### config.mk
export PLATFORM = sky130hd
export DESIGN_NAME = vga_rect_draw
export DESIGN_NICKNAME = d
export VERILOG_FILES = /design/src/rtl/vga_draw_pkg.sv /design/src/rtl/Up_count.sv /design/src/rtl/regn.sv /design/src/rtl/vga_rect_draw.sv
export SDC_FILE = /design/constraint.sdc
export NUM_CORES = 1
export LEC_CHECK = 0
export CORE_MARGIN = 2
export CORE_UTILIZATION = 53
export DETAILED_ROUTE_END_ITERATION = 12
export GPL_ROUTABILITY_DRIVEN = 1
export PLACE_DENSITY = 0.79
export SKIP_CTS_REPAIR_TIMING = 1
export SYNTH_ARGS = -nofsm -noshare
export SYNTH_HDL_FRONTEND = slang
export SYNTH_SLANG_ARGS = --single-unit
### constraint.sdc
create_clock -name CLOCK_50 -period 3 [get_ports CLOCK_50]
set_clock_uncertainty 0.1 [all_clocks]
set_input_delay 0.45 -clock CLOCK_50 [delete_from_list [all_inputs] [get_ports CLOCK_50]]
set_output_delay 0.45 -clock CLOCK_50 [all_outputs]
set_load 0.02 [all_outputs]
### src/rtl/vga_draw_pkg.sv
// Shared definitions for the VGA pixel-drawing blocks (rectangles now,
// lines and sprites later): coordinate widths, screen size, FSM encoding.
package vga_draw_pkg;

  localparam int unsigned VGA_NX       = 10;
  localparam int unsigned VGA_NY       = 9;
  localparam int unsigned VGA_COLOR_W  = 9;
  localparam int unsigned VGA_SCREEN_W = 640;
  localparam int unsigned VGA_SCREEN_H = 480;

  typedef enum logic [1:0] {
    ST_IDLE = 2'd0,
    ST_DRAW = 2'd1,
    ST_DONE = 2'd2
  } draw_state_e;

endpackage

### src/rtl/Up_count.sv
// n-bit up counter with synchronous active-low reset; load has priority
// over count enable.
module Up_count #(
  parameter int unsigned n = 8
) (
  input  logic [n-1:0] R,
  input  logic         Clock,
  input  logic         Resetn,
  input  logic         E,
  input  logic         L,
  output logic [n-1:0] Q
);

  // Count register: reset, then load, then increment.
  always_ff @(posedge Clock) begin
    if (!Resetn)
      Q <= '0;
    else if (L)
      Q <= R;
    else if (E)
      Q <= Q + n'(1);
  end

endmodule

### src/rtl/regn.sv
// n-bit register with synchronous active-low reset and load enable.
module regn #(
  parameter int unsigned n = 9
) (
  input  logic [n-1:0] R,
  input  logic         Resetn,
  input  logic         E,
  input  logic         Clock,
  output logic [n-1:0] Q
);

  // Hold value; reset clears, E loads R.
  always_ff @(posedge Clock) begin
    if (!Resetn)
      Q <= '0;
    else if (E)
      Q <= R;
  end

endmodule

### src/rtl/vga_rect_draw.sv
// Rectangle rasteriser feeding the VGA adapter write port. Emits one pixel
// per clock in row-major order, filled or outline, clipped at the screen
// edge, with a start/busy/done handshake. All outputs decode registers only.
module vga_rect_draw
  import vga_draw_pkg::*;
#(
  parameter int unsigned nX       = VGA_NX,
  parameter int unsigned nY       = VGA_NY,
  parameter int unsigned COLOR_W  = VGA_COLOR_W,
  parameter int unsigned SCREEN_W = VGA_SCREEN_W,
  parameter int unsigned SCREEN_H = VGA_SCREEN_H
) (
  input  logic               CLOCK_50,
  input  logic               Resetn,
  input  logic               start,
  input  logic [nX-1:0]      x0,
  input  logic [nY-1:0]      y0,
  input  logic [nX-1:0]      w,
  input  logic [nY-1:0]      h,
  input  logic [COLOR_W-1:0] color,
  input  logic               outline,
  output logic               busy,
  output logic               done,
  output logic               plot,
  output logic [nX-1:0]      px,
  output logic [nY-1:0]      py,
  output logic [COLOR_W-1:0] pcolor
);

  localparam int unsigned OPW = 2*nX + 2*nY + COLOR_W + 1;
  localparam logic [nX:0] XLIM = (nX+1)'(SCREEN_W);
  localparam logic [nY:0] YLIM = (nY+1)'(SCREEN_H);

  draw_state_e state_q, state_d;

  logic [OPW-1:0]     ops_q;
  logic [nX-1:0]      x0_q, w_q;
  logic [nY-1:0]      y0_q, h_q;
  logic [COLOR_W-1:0] color_q;
  logic               outline_q;

  logic [nX-1:0]      xc_q;
  logic [nY-1:0]      yc_q;
  logic               start_acc, in_draw;
  logic               xc_last, yc_last;
  logic               xc_load, yc_load, xc_en, yc_en;
  logic [nX:0]        x_sum;
  logic [nY:0]        y_sum;
  logic               on_border;

  assign in_draw   = (state_q == ST_DRAW);
  assign start_acc = (state_q == ST_IDLE) && start;

  // Operands are captured only on acceptance, so input changes mid-draw
  // cannot disturb the rectangle being drawn.
  regn #(.n(OPW)) u_ops (
    .R      ({x0, y0, w, h, color, outline}),
    .Resetn (Resetn),
    .E      (start_acc),
    .Clock  (CLOCK_50),
    .Q      (ops_q)
  );

  assign {x0_q, y0_q, w_q, h_q, color_q, outline_q} = ops_q;

  assign xc_last = (xc_q == (w_q - nX'(1)));
  assign yc_last = (yc_q == (h_q - nY'(1)));

  // Acceptance clears both counters; at end of row XC reloads to 0 and YC
  // steps (load beats enable inside Up_count).
  assign xc_load = start_acc || (in_draw && xc_last);
  assign xc_en   = in_draw;
  assign yc_load = start_acc;
  assign yc_en   = in_draw && xc_last;

  Up_count #(.n(nX)) u_xc (
    .R      ('0),
    .Clock  (CLOCK_50),
    .Resetn (Resetn),
    .E      (xc_en),
    .L      (xc_load),
    .Q      (xc_q)
  );

  Up_count #(.n(nY)) u_yc (
    .R      ('0),
    .Clock  (CLOCK_50),
    .Resetn (Resetn),
    .E      (yc_en),
    .L      (yc_load),
    .Q      (yc_q)
  );

  // State register.
  always_ff @(posedge CLOCK_50) begin
    if (!Resetn)
      state_q <= ST_IDLE;
    else
      state_q <= state_d;
  end

  // Next-state logic and handshake outputs decoded from the state.
  always_comb begin
    state_d = state_q;
    busy    = 1'b0;
    done    = 1'b0;
    unique case (state_q)
      ST_IDLE: begin
        if (start)
          state_d = ((w == '0) || (h == '0)) ? ST_DONE : ST_DRAW;
      end
      ST_DRAW: begin
        busy = 1'b1;
        if (xc_last && yc_last)
          state_d = ST_DONE;
      end
      ST_DONE: begin
        busy    = 1'b1;
        done    = 1'b1;
        state_d = ST_IDLE;
      end
      default: state_d = ST_IDLE;
    endcase
  end

  // Pixel address is formed one bit wide so coordinates past the last
  // column/row clip instead of wrapping back onto the screen.
  always_comb begin
    x_sum     = {1'b0, x0_q} + {1'b0, xc_q};
    y_sum     = {1'b0, y0_q} + {1'b0, yc_q};
    on_border = (xc_q == '0) || xc_last || (yc_q == '0) || yc_last;
    plot      = in_draw && (x_sum < XLIM) && (y_sum < YLIM) &&
                (!outline_q || on_border);
    px        = x_sum[nX-1:0];
    py        = y_sum[nY-1:0];
    pcolor    = color_q;
  end

endmodule

==> metrics.yaml, run 1 <==
power:
  swShare_pct: 32.9
  power.internal_uw: 1670
  vdd_ir_drop_max_mv: 0.317
  pwr-share-clk_pct: 24.3
  switchingPower_uw: 819
  p_leak_uw: 0.00254
  pwr-share-seq_pct: 41.7
  power_density_mw_per_mm2: 420
  pwr-share-comb_pct: 34.1
worst_setup_path:
  r2r-end: "u_yc.Q[8]$_SDFFE_PP0P_"
  critical_path_buf_inv_count: 1
  reg2reg_depth: 9
  crit_path_max_incr_delay_ps: 340
  required_ps: 2450
  crit_start: "u_yc.Q[1]$_SDFFE_PP0P_"
  critPathMaxFanout: 2
  critPathArrivalTime_ps: 2580
  start_kind: "flip-flop"
  cp_cell_sequence: "ha_4, a211oi_2, o21bai_1, or2_4, a41o_1, o21a_1, a2111oi_2, and4_1, buf_6"
  r2r_start: "u_ops.Q[22]$_SDFFE_PN0P_"
  crit_type: "reg -> out"
  r2r_slack_ps: 290
  cp_top_family: "compound AO/OA/AOI/OAI gates"
  endpoint_kind: "output port"
  crit_slowest_cell: "dfxtp_2"
final_layout:
  drive_above_1_share_pct: 17.6
  area_growth_syn_to_layout_pct: 36.3
  fin_cells: 774
  num_antenna_cells: 0
  nets: 749
  final_cell_area_mm2: 0.00593
clock_network:
  cts_tree: "done"
  clock_latency_ps: 340
  h-tree-depth: 3
  cts_buffers: 9
  clkTransAtPathRegs_ps: 70
  cts_root_buf: "clkbuf_8"
  clock_path_buffers: 2
  numClockSinks: 69
die:
  initial_core_util_pct: 53.7
  die_height_um: 94.6
  core-area_mm2: 0.00809
  die_w_um: 94.6
  num_rows: 33
  io_pins: 82
  die-area_mm2: 0.00894
timing:
  fmax_mhz: 319
  worst_pin_slew_ps: 406
  period_minus_slack_ps: 3130
  fin_crit_sh_pct: 104
  setup_viol: 1
  holdWs_ps: 362
  rsz0062_at_grt: "yes"
  hold_violations: 0
  slew_headroom_pct: 72.6
  layout_setup_ws_ps: -134
  slew_viol_final: 0
routing:
  drtIter0Drc: 201
  ant_nets: 0
  vias: 4329
  drc: 0
  firstDrtPassIters: 4
  vias_per_cell: 5.59
  avgRoutedWirePerCell_um: 15.2
  wirelength_mm: 11.8
place:
  portBuffers: 81
  hpwl_mm: 8.68
  globalplace.congestion: 0.849
  dp.cells: 759
  placed_cell_area_mm2: 0.00563
synth:
  async_reset_ff_share_pct: 0
  synth_ff_type: "dfxtp_1"
  synth_commonest_cells: "110 x nand2_1, 69 x dfxtp_1, 48 x a21boi_0, 28 x ha_1, 26 x nor2_1"
  syn_area_mm2: 0.00435
  ys_seq_area_share_pct: 31.8
  syn_inst: 538
  synth.area.top_cells: "dfxtp_1 32%, nand2_1 9.5%, a21boi_0 8.3%, ha_1 8.1%, xor2_1 4.4%"
  synth.largest_area_cell: "dfxtp_1"
  synth-edff-count: 0
  ys_ff_latch: 69
  ys_warn_count: 0
  ys_types: 58
  yosys.cell_count.top_type: "nand2_1"
  yosys.area.top_type_share_pct: 31.8
  avgSynthCellArea_um2: 8.08
  syn-num-nets: 619
worst_hold_path:
  hold_start: "u_ops.Q[4]$_SDFFE_PN0P_"
  min_path_cells: 2
  hp-class: "reg -> reg"
  hold_path_end: "u_ops.Q[4]$_SDFFE_PN0P_"
job:
  maxCapViolations: 0
status:
  status: "finished with violations"
  violations: "setup timing"
grt:
  met2_usage_pct: 46.3
  top_usage_layer: "met2"
  grt_pass1_wl_mm: 18.5
  grt_pass1_vias: 4195
  grt_usage_pct: 25.8
  grt_util_met1_pct: 32.0
  antenna_found_initial: 0
  met3_usage_pct: 4.07
  grt_overflow: 0
  grt_max_degree: 36
-- cell usage in the layout (no fill, tap or decap), types with 6 or more instances in the layout --
master / Yosys / routed
nor3_1: 9 / 8
nor4_1: 6 / 6
clkdlybuf4s50_1: 0 / 72
nand2_1: 110 / 110
inv_1: 17 / 15
dfxtp_1: 69 / 65
nand4_1: 10 / 10
nand2b_1: 14 / 12
a21oi_1: 21 / 16
buf_4: 9 / 71
xnor2_1: 21 / 20
nand3_1: 19 / 19
o21a_1: 6 / 6
a21boi_0: 48 / 48
nor2_1: 26 / 26
clkbuf_8: 0 / 9
ha_1: 28 / 23
xor2_1: 22 / 22
-- worst register-to-register path: cells and delay by family, from the launching register on --
| kind | cells | cell delay [ps] |
|---|---|---|
| AO/OA/AOI/OAI | 4 | 870 |
| flip-flops | 1 | 310 |
| buffers and inverters | 2 | 280 |
| AND/OR/NAND/NOR | 3 | 1040 |
-- power by group through the flow --
stage | clock [µW] | sequential [µW] | combinational [µW]
floorplan | 0 | 1050 | 478
global placement | 0 | 1050 | 786
detailed placement | 0 | 1050 | 810
CTS | 618 | 1030 | 814
global route | 655 | 1050 | 927
finish | 605 | 1040 | 849
-- cell type report --
class | count | area (µm²)
multi-input combinational | 421 | 2870
timing repair buffer | 150 | 1330
tap | 105 | 131
sequential | 69 | 1390
fill | 615 | 2160
clock inverter | 3 | 17.5
clock buffer | 9 | 124
inverter | 17 | 63.8
-- registers in the layout, indices dropped and copies added (netlist names) --
register  flops
state_q       2
u_xc.Q       10
u_yc.Q        9
u_ops.Q      48
-- worst max-delay path by stage --
stage	end	cells after the start	slack, ps
2_1_floorplan	plot	8	100
3_3_place_gp	plot	9	-300
3_5_place_dp	plot	9	-450
4_1_cts	plot	9	-820
5_1_grt	plot	10	-250
6_report	plot	9	-130
-- cells by family (layout without fill, tap and decap cells) --
family	count (synthesis)	count (layout)	synth area share [%]
AOI/OAI and AO/OA	124	124	20.8
adders and majority gates	30	30	8.98
xor gates and xnor gates	43	43	8.66
muxes	2	2	0.489
buffers and inverters	48	179	5.09
and+or+nand+nor	222	222	24.2
DFF	69	69	31.8
-- metrics by stage --
step	worst slack [ps]	setup TNS (ps)	power, µW	util (%)
2_1_floorplan	102	0	1530	-
3_5_place_dp	-448	-579	1860	69.5
5_1_grt	-250	-421	2630	73.3
3_3_place_gp	-302	-333	1840	69.5
6_report	-134	-134	2490	73.3
4_1_cts	-825	-3070	2470	71.3
-- layer usage --
layer	share of wire [%]	routed length, µm	vias up
li1	-	-	2131
met1	44	5150	2073
met2	51	6050	112
met3	3.9	454	13
met4	1.0	121	0
met5	0	0	-
Power figures use the tool's default switching activity.
==> run 2: changes to the inputs <==
--- a/config.mk
+++ b/config.mk
@@ -9,6 +9,7 @@
 export CORE_UTILIZATION = 53
 export DETAILED_ROUTE_END_ITERATION = 12
 export GPL_ROUTABILITY_DRIVEN = 1
+export MAX_ROUTING_LAYER = met4
 export PLACE_DENSITY = 0.79
 export SKIP_CTS_REPAIR_TIMING = 1
 export SYNTH_ARGS = -nofsm -noshare
==> run 2 against run 1 <==
Net effect:
- the run still ends with setup timing left
- register-to-register slack hardly changed
- global-route usage is 0.77 points higher
- final area stayed put
- sequential power hardly changed
- flip-flop and latch count stayed put
- critical path type unchanged
- critical endpoint unchanged
- largest cell class unchanged
- largest power group unchanged
==> metrics.yaml, run 2 (synthesis results as in run 1) <==
place:
  portBuffers: 81  # unchanged
  placed_cell_area_mm2: 0.00563  # unchanged
  globalplace.congestion: 0.863  # +1.6%
  hpwl_mm: 8.68  # unchanged
routing:
  drtIter0Drc: 220  # +9.5%
  drc: 0  # unchanged
  firstDrtPassIters: 4  # unchanged
  vias_per_cell: 5.64  # +0.83%
  ant_nets: 0  # unchanged
  vias: 4365  # +0.83%
  wirelength_mm: 11.8  # -0.13%
  avgRoutedWirePerCell_um: 15.2  # -0.13%
clock_network:
  clock_latency_ps: 340  # about the same
  clock_path_buffers: 2  # unchanged
  cts_buffers: 9  # unchanged
  h-tree-depth: 3  # unchanged
  cts_tree: "done"
  numClockSinks: 69  # unchanged
  clkTransAtPathRegs_ps: 70  # about the same
  cts_root_buf: "clkbuf_8"
worst_setup_path:
  cp_cell_sequence: "ha_4, a211oi_2, o21bai_1, or2_4, a41o_1, o21a_1, a2111oi_2, and4_1, buf_6"
  crit_slowest_cell: "dfxtp_2"
  start_kind: "flip-flop"
  endpoint_kind: "output port"
  critPathMaxFanout: 2  # unchanged
  r2r_start: "u_ops.Q[22]$_SDFFE_PN0P_"
  crit_path_max_incr_delay_ps: 340  # about the same
  reg2reg_depth: 9  # unchanged
  r2r-end: "u_yc.Q[6]$_SDFFE_PP0P_"
  r2r_slack_ps: 280  # about the same
  critPathArrivalTime_ps: 2590  # about the same
  required_ps: 2450  # about the same
  crit_type: "reg -> out"
final_layout:
  nets: 749  # unchanged
  num_antenna_cells: 0  # unchanged
  reg_top3: "u_ops.Q: 48 flops, u_xc.Q: 10 flops, u_yc.Q: 9 flops"
  layout_commonest_cell: "nand2_1"
  final_cell_area_mm2: 0.00593  # unchanged
  multi_input_area_mm2: 0.00287  # unchanged
  layout_common_cells: "110 x nand2_1, 72 x clkdlybuf4s50_1, 71 x buf_4"
  largest_register_ffs: 48  # unchanged
  ff_latch_area_mm2: 0.00139  # unchanged
  top_register: "u_ops.Q"
  drive_above_1_share_pct: 17.6  # unchanged
  area_growth_syn_to_layout_pct: 36.3  # unchanged
  fillers: 615  # unchanged
die:
  die-area_mm2: 0.00894  # unchanged
  die_w_um: 94.6  # unchanged
  io_pins: 82  # unchanged
  num_rows: 33  # unchanged
  die_height_um: 94.6  # unchanged
  core-area_mm2: 0.00809  # unchanged
  initial_core_util_pct: 53.7  # unchanged
grt:
  grt_max_degree: 36  # unchanged
  grt_pass1_wl_mm: 18.5  # about the same
  grt_pass1_vias: 4192  # -0.072%
  antenna_found_initial: 0  # unchanged
  grt_usage_pct: 26.6  # +0.77 points
  grt_overflow: 0  # unchanged
timing:
  layout_setup_ws_ps: -139  # -4.57 ps
  rsz0062_at_grt: "yes"
  slew_headroom_pct: 72.6  # about the same
  holdWs_ps: 360  # -1.95 ps
  finalSetupTns_ps: -157  # -23.0 ps
  fin_crit_sh_pct: 105  # +0.15 points
  fmax_mhz: 319  # -0.15%
  period_minus_slack_ps: 3140  # +4.57 ps
  setup_viol: 2  # +1
  worst_pin_slew_ps: 405  # -0.0511 ps
  hold_violations: 0  # unchanged
  slew_viol_final: 0  # unchanged
power:
  switchingPower_uw: 818  # about the same
  swShare_pct: 32.9  # about the same
  pwr-share-clk_pct: 24.3  # about the same
  vdd_ir_drop_max_mv: 0.318  # +0.24%
  p_leak_uw: 0.00254  # unchanged
  power_density_mw_per_mm2: 420  # about the same
  power.internal_uw: 1670  # unchanged
  pwr-share-seq_pct: 41.7  # about the same
  pwr-share-comb_pct: 34.1  # about the same
worst_hold_path:
  hold_start: "u_ops.Q[4]$_SDFFE_PN0P_"
  min_path_cells: 2  # unchanged
  hold_path_end: "u_ops.Q[4]$_SDFFE_PN0P_"
  hp-class: "reg -> reg"
job:
  maxCapViolations: 0  # unchanged
status:
  status: "finished with violations"
  violations: "setup timing"
==> run 2: critical path, delay by kind of cell (launching register included) <==
| family | cells | cell delay, ps |
|---|---|---|
| and+or+nand+nor | 2 | 510 |
| AOI/OAI and AO/OA | 5 | 1020 |
| buffers and inverters | 1 | 130 |
| DFF | 1 | 340 |
| adders and majority gates | 1 | 240 |
==> run 2: how the worst max path moves through the flow <==
stage,endpoint,start,cells past startpoint,slack [ps]
5_1_grt,plot,u_ops.Q[39]$_SDFFE_PN0P_,10,-250
3_3_place_gp,plot,u_ops.Q[30]$_SDFFE_PN0P_,9,-300
2_1_floorplan,plot,u_yc.Q[1]$_SDFFE_PP0P_,8,100
4_1_cts,plot,u_ops.Q[30]$_SDFFE_PN0P_,9,-820
6_report,plot,u_yc.Q[1]$_SDFFE_PP0P_,9,-140
3_5_place_dp,plot,u_ops.Q[30]$_SDFFE_PN0P_,9,-450
==> run 2: metrics by stage <==
step / power [µW] / cells / worst slack, ps / utilization (%)
6_report: 2490 / 774 / -139 / 73.3
3_3_place_gp: 1840 / 759 / -302 / 69.5
5_1_grt: 2630 / 774 / -250 / 73.3
4_1_cts: 2470 / 771 / -825 / 71.3
2_1_floorplan: 1530 / 538 / 102 / -
3_5_place_dp: 1860 / 759 / -448 / 69.5
==> run 2: layout make-up <==
cell class / count / area share (%)
multi-input combinational: 421 / 48.5
sequential: 69 / 23.4
timing repair buffer: 150 / 22.5
tap: 105 / 2.22
clock buffer: 9 / 2.09
inverter: 17 / 1.08
clock inverter: 3 / 0.295
==> run 2: power by group through the flow <==
stage / logic, µW / clock network, µW / registers, µW
2_1_floorplan: 478 / 0 / 1050
3_3_place_gp: 786 / 0 / 1050
3_5_place_dp: 810 / 0 / 1050
4_1_cts: 814 / 618 / 1030
5_1_grt: 927 / 655 / 1050
6_report: 849 / 605 / 1040
==> run 2: per-layer routing <==
layer,part of all wire [%],vias up,global-route usage [%]
met2,51,127,46.3
li1,-,2136,-
met3,4.3,16,4.07
met4,1.0,0,7.37
met1,43,2086,32.1
met5,0,-,-
==> run 3: changes to the inputs <==
==> constraint.sdc (replaced) <==
create_clock -name CLOCK_50 -period 2.99 [get_ports CLOCK_50]
set_clock_uncertainty 0.1 [all_clocks]
set_input_delay 0.4485 -clock CLOCK_50 [delete_from_list [all_inputs] [get_ports CLOCK_50]]
set_output_delay 0.4485 -clock CLOCK_50 [all_outputs]
set_load 0.02 [all_outputs]
==> run 3 against run 2 <==
Net effect:
- the flow still finishes with violations (setup timing)
- largest power group unchanged
- first-iteration DRC count shrank 26%
- sequential power about the same
- sequential share of layout area barely moved
- global-route usage rose by 0.21 points
- count of clock-buffer cells in the layout is 2 higher
- worst setup slack worse by 84 ps
- clock power up 9.3%
- hold slack is essentially flat
- critical endpoint unchanged
- final area rose by 0.13%
- non-clock buffer count unchanged
- critical path type unchanged
==> metrics.yaml, run 3 (synthesis results as in run 1) <==
final_layout:
  fin_cells: 777  # +0.39%
  area_growth_syn_to_layout_pct: 36.5
  top_register: "u_ops.Q"
  reg_top3: "u_ops.Q: 48 flops, u_xc.Q: 10 flops, u_yc.Q: 9 flops"
  nets: 749  # unchanged
  drive_above_1_share_pct: 17.0  # -0.67 points
  layout_commonest_cell: "nand2_1"
  layout_common_cells: "110 x nand2_1, 72 x clkdlybuf4s50_1, 69 x buf_4"
  largest_register_ffs: 48  # unchanged
  num_antenna_cells: 0  # unchanged
worst_setup_path:
  cp_common_cell: "o21ai_0"
  r2r-end: "state_q[0]$_SDFFE_PN0P_"
  critical_path_buf_inv_count: 2  # +1
  endpoint_kind: "output port"
  crit_path_max_incr_delay_ps: 360  # +20 ps
  reg2reg_depth: 11  # +2
  critPathMaxFanout: 4  # +2
  required_ps: 2440  # about the same
  crit_type: "reg -> out"
  cp_cell_sequence: "ha_1, fa_2, a21oi_2, o21ai_0, a21oi_1, o2bb2ai_2, buf_4, nor3b_2, o21ai_0, and4_1, buf_6"
  r2r_start: "u_ops.Q[19]$_SDFFE_PN0P_"
  start_kind: "flip-flop"
  cp_top_family: "compound AO/OA/AOI/OAI gates"
  critPathArrivalTime_ps: 2660  # +70 ps
  r2r_slack_ps: 300  # +20 ps
  crit_slowest_cell: "fa_2"
worst_hold_path:
  hp-class: "reg -> reg"
  hold_path_end: "u_ops.Q[4]$_SDFFE_PN0P_"
  hold_start: "u_ops.Q[4]$_SDFFE_PN0P_"
  min_path_cells: 2  # unchanged
grt:
  grt_max_degree: 36  # unchanged
  grt_pass1_vias: 4081  # -2.6%
  grt_usage_pct: 26.8  # +0.21 points
  grt_overflow: 0  # unchanged
  antenna_found_initial: 0  # unchanged
  grt_pass1_wl_mm: 18.6  # +0.41%
power:
  vdd_ir_drop_max_mv: 0.348  # +9.4%
  pwr-share-seq_pct: 40.8  # -0.9 points
  p_leak_uw: 0.00255  # +0.32%
  pwr-share-clk_pct: 26.0  # +1.7 points
  power.internal_uw: 1710  # +2.2%
  swShare_pct: 32.9  # about the same
  pwr-share-comb_pct: 33.3  # -0.8 points
  power_density_mw_per_mm2: 429  # +2.1%
  switchingPower_uw: 837  # +2.3%
timing:
  worst_pin_slew_ps: 405  # -0.0299 ps
  hold_violations: 0  # unchanged
  rsz0062_at_grt: "yes"
  slew_viol_final: 0  # unchanged
  finalSetupTns_ps: -263  # -106 ps
  fin_crit_sh_pct: 107
  layout_setup_ws_ps: -223  # -84.3 ps
  period_minus_slack_ps: 3210
  fmax_mhz: 311
  slew_headroom_pct: 72.6  # about the same
  setup_viol: 2  # unchanged
clock_network:
  cts_tree: "done"
  cts_root_buf: "clkbuf_8"
  numClockSinks: 69  # unchanged
  clock_path_buffers: 2  # unchanged
  clock_latency_ps: 350  # about the same
  clkTransAtPathRegs_ps: 70  # about the same
  cts_buffers: 9  # unchanged
  h-tree-depth: 3  # unchanged
routing:
  ant_nets: 0  # unchanged
  vias: 4282  # -1.9%
  vias_per_cell: 5.51  # -2.3%
  avgRoutedWirePerCell_um: 14.9  # -1.8%
  firstDrtPassIters: 5  # +1
  wirelength_mm: 11.6  # -1.4%
  drc: 0  # unchanged
  drtIter0Drc: 162  # -26%
die:
  num_rows: 33  # unchanged
  core-area_mm2: 0.00809  # unchanged
  die_height_um: 94.6  # unchanged
  io_pins: 82  # unchanged
  die_w_um: 94.6  # unchanged
  die-area_mm2: 0.00894  # unchanged
  initial_core_util_pct: 53.7  # unchanged
place:
  hpwl_mm: 8.66  # -0.19%
  portBuffers: 81  # unchanged
  globalplace.congestion: 0.859  # -0.42%
  dp.cells: 760  # +0.13%
status:
  violations: "setup timing"
  status: "finished with violations"
job:
  maxCapViolations: 0  # unchanged
[run 3: worst max path at each step]
stage	start	endpoint	slack [ps]	cells after the start
floorplan	u_yc.Q[1]$_SDFFE_PP0P_	plot	90	8
global placement	u_ops.Q[30]$_SDFFE_PN0P_	plot	-310	9
detailed placement	u_ops.Q[38]$_SDFFE_PN0P_	plot	-440	10
CTS	u_ops.Q[30]$_SDFFE_PN0P_	plot	-830	9
global route	u_xc.Q[0]$_SDFFE_PP0P_	plot	-350	11
finish	u_ops.Q[38]$_SDFFE_PN0P_	plot	-220	11
[run 3: layer usage]
| metal | wire length (µm) | global-route usage (%) | vias to the layer above |
|---|---|---|---|
| li1 | - | - | 2147 |
| met1 | 4930 | 32.4 | 2015 |
| met2 | 6040 | 46.0 | 103 |
| met3 | 490 | 4.31 | 17 |
| met4 | 138 | 8.09 | 0 |
| met5 | 0 | - | - |
[run 3: metrics by stage]
step	cell area (µm²)	setup slack [ps]	hold slack, ps	power (µW)	util, %
after floorplan	4350	93.5	339	1530	-
after global placement	5640	-307	350	1840	69.6
after detailed placement	5640	-436	355	1870	69.6
after CTS	5800	-835	366	2540	71.7
after global routing	5940	-355	393	2680	73.3
final	5940	-223	361	2550	73.3
[run 3: cell type report]
cell class / count / area (µm²)
clock buffer: 11 / 141
clock inverter: 4 / 25.0
fill: 616 / 2160
inverter: 17 / 63.8
multi-input combinational: 421 / 2850
sequential: 69 / 1390
tap: 105 / 131
timing repair buffer: 150 / 1340
[run 3: power groups by stage]
stage	sequential, µW	combinational (µW)	clock (µW)
after floorplan	1050	480	0
after global placement	1050	793	0
after detailed placement	1060	818	0
after CTS	1040	824	676
after global routing	1050	925	710
final	1040	847	661
[run 3: worst register-to-register path, stage by stage, from the launching register on]
cell,delay (ps)
dfxtp_1,330
inv_1,50
ha_1,230
nand2b_1,130
a21oi_1,80
a311o_1,360
a2111oi_4,390
nand2_1,150
buf_4,160
buf_4,140
o21a_1,180
o32ai_1,290
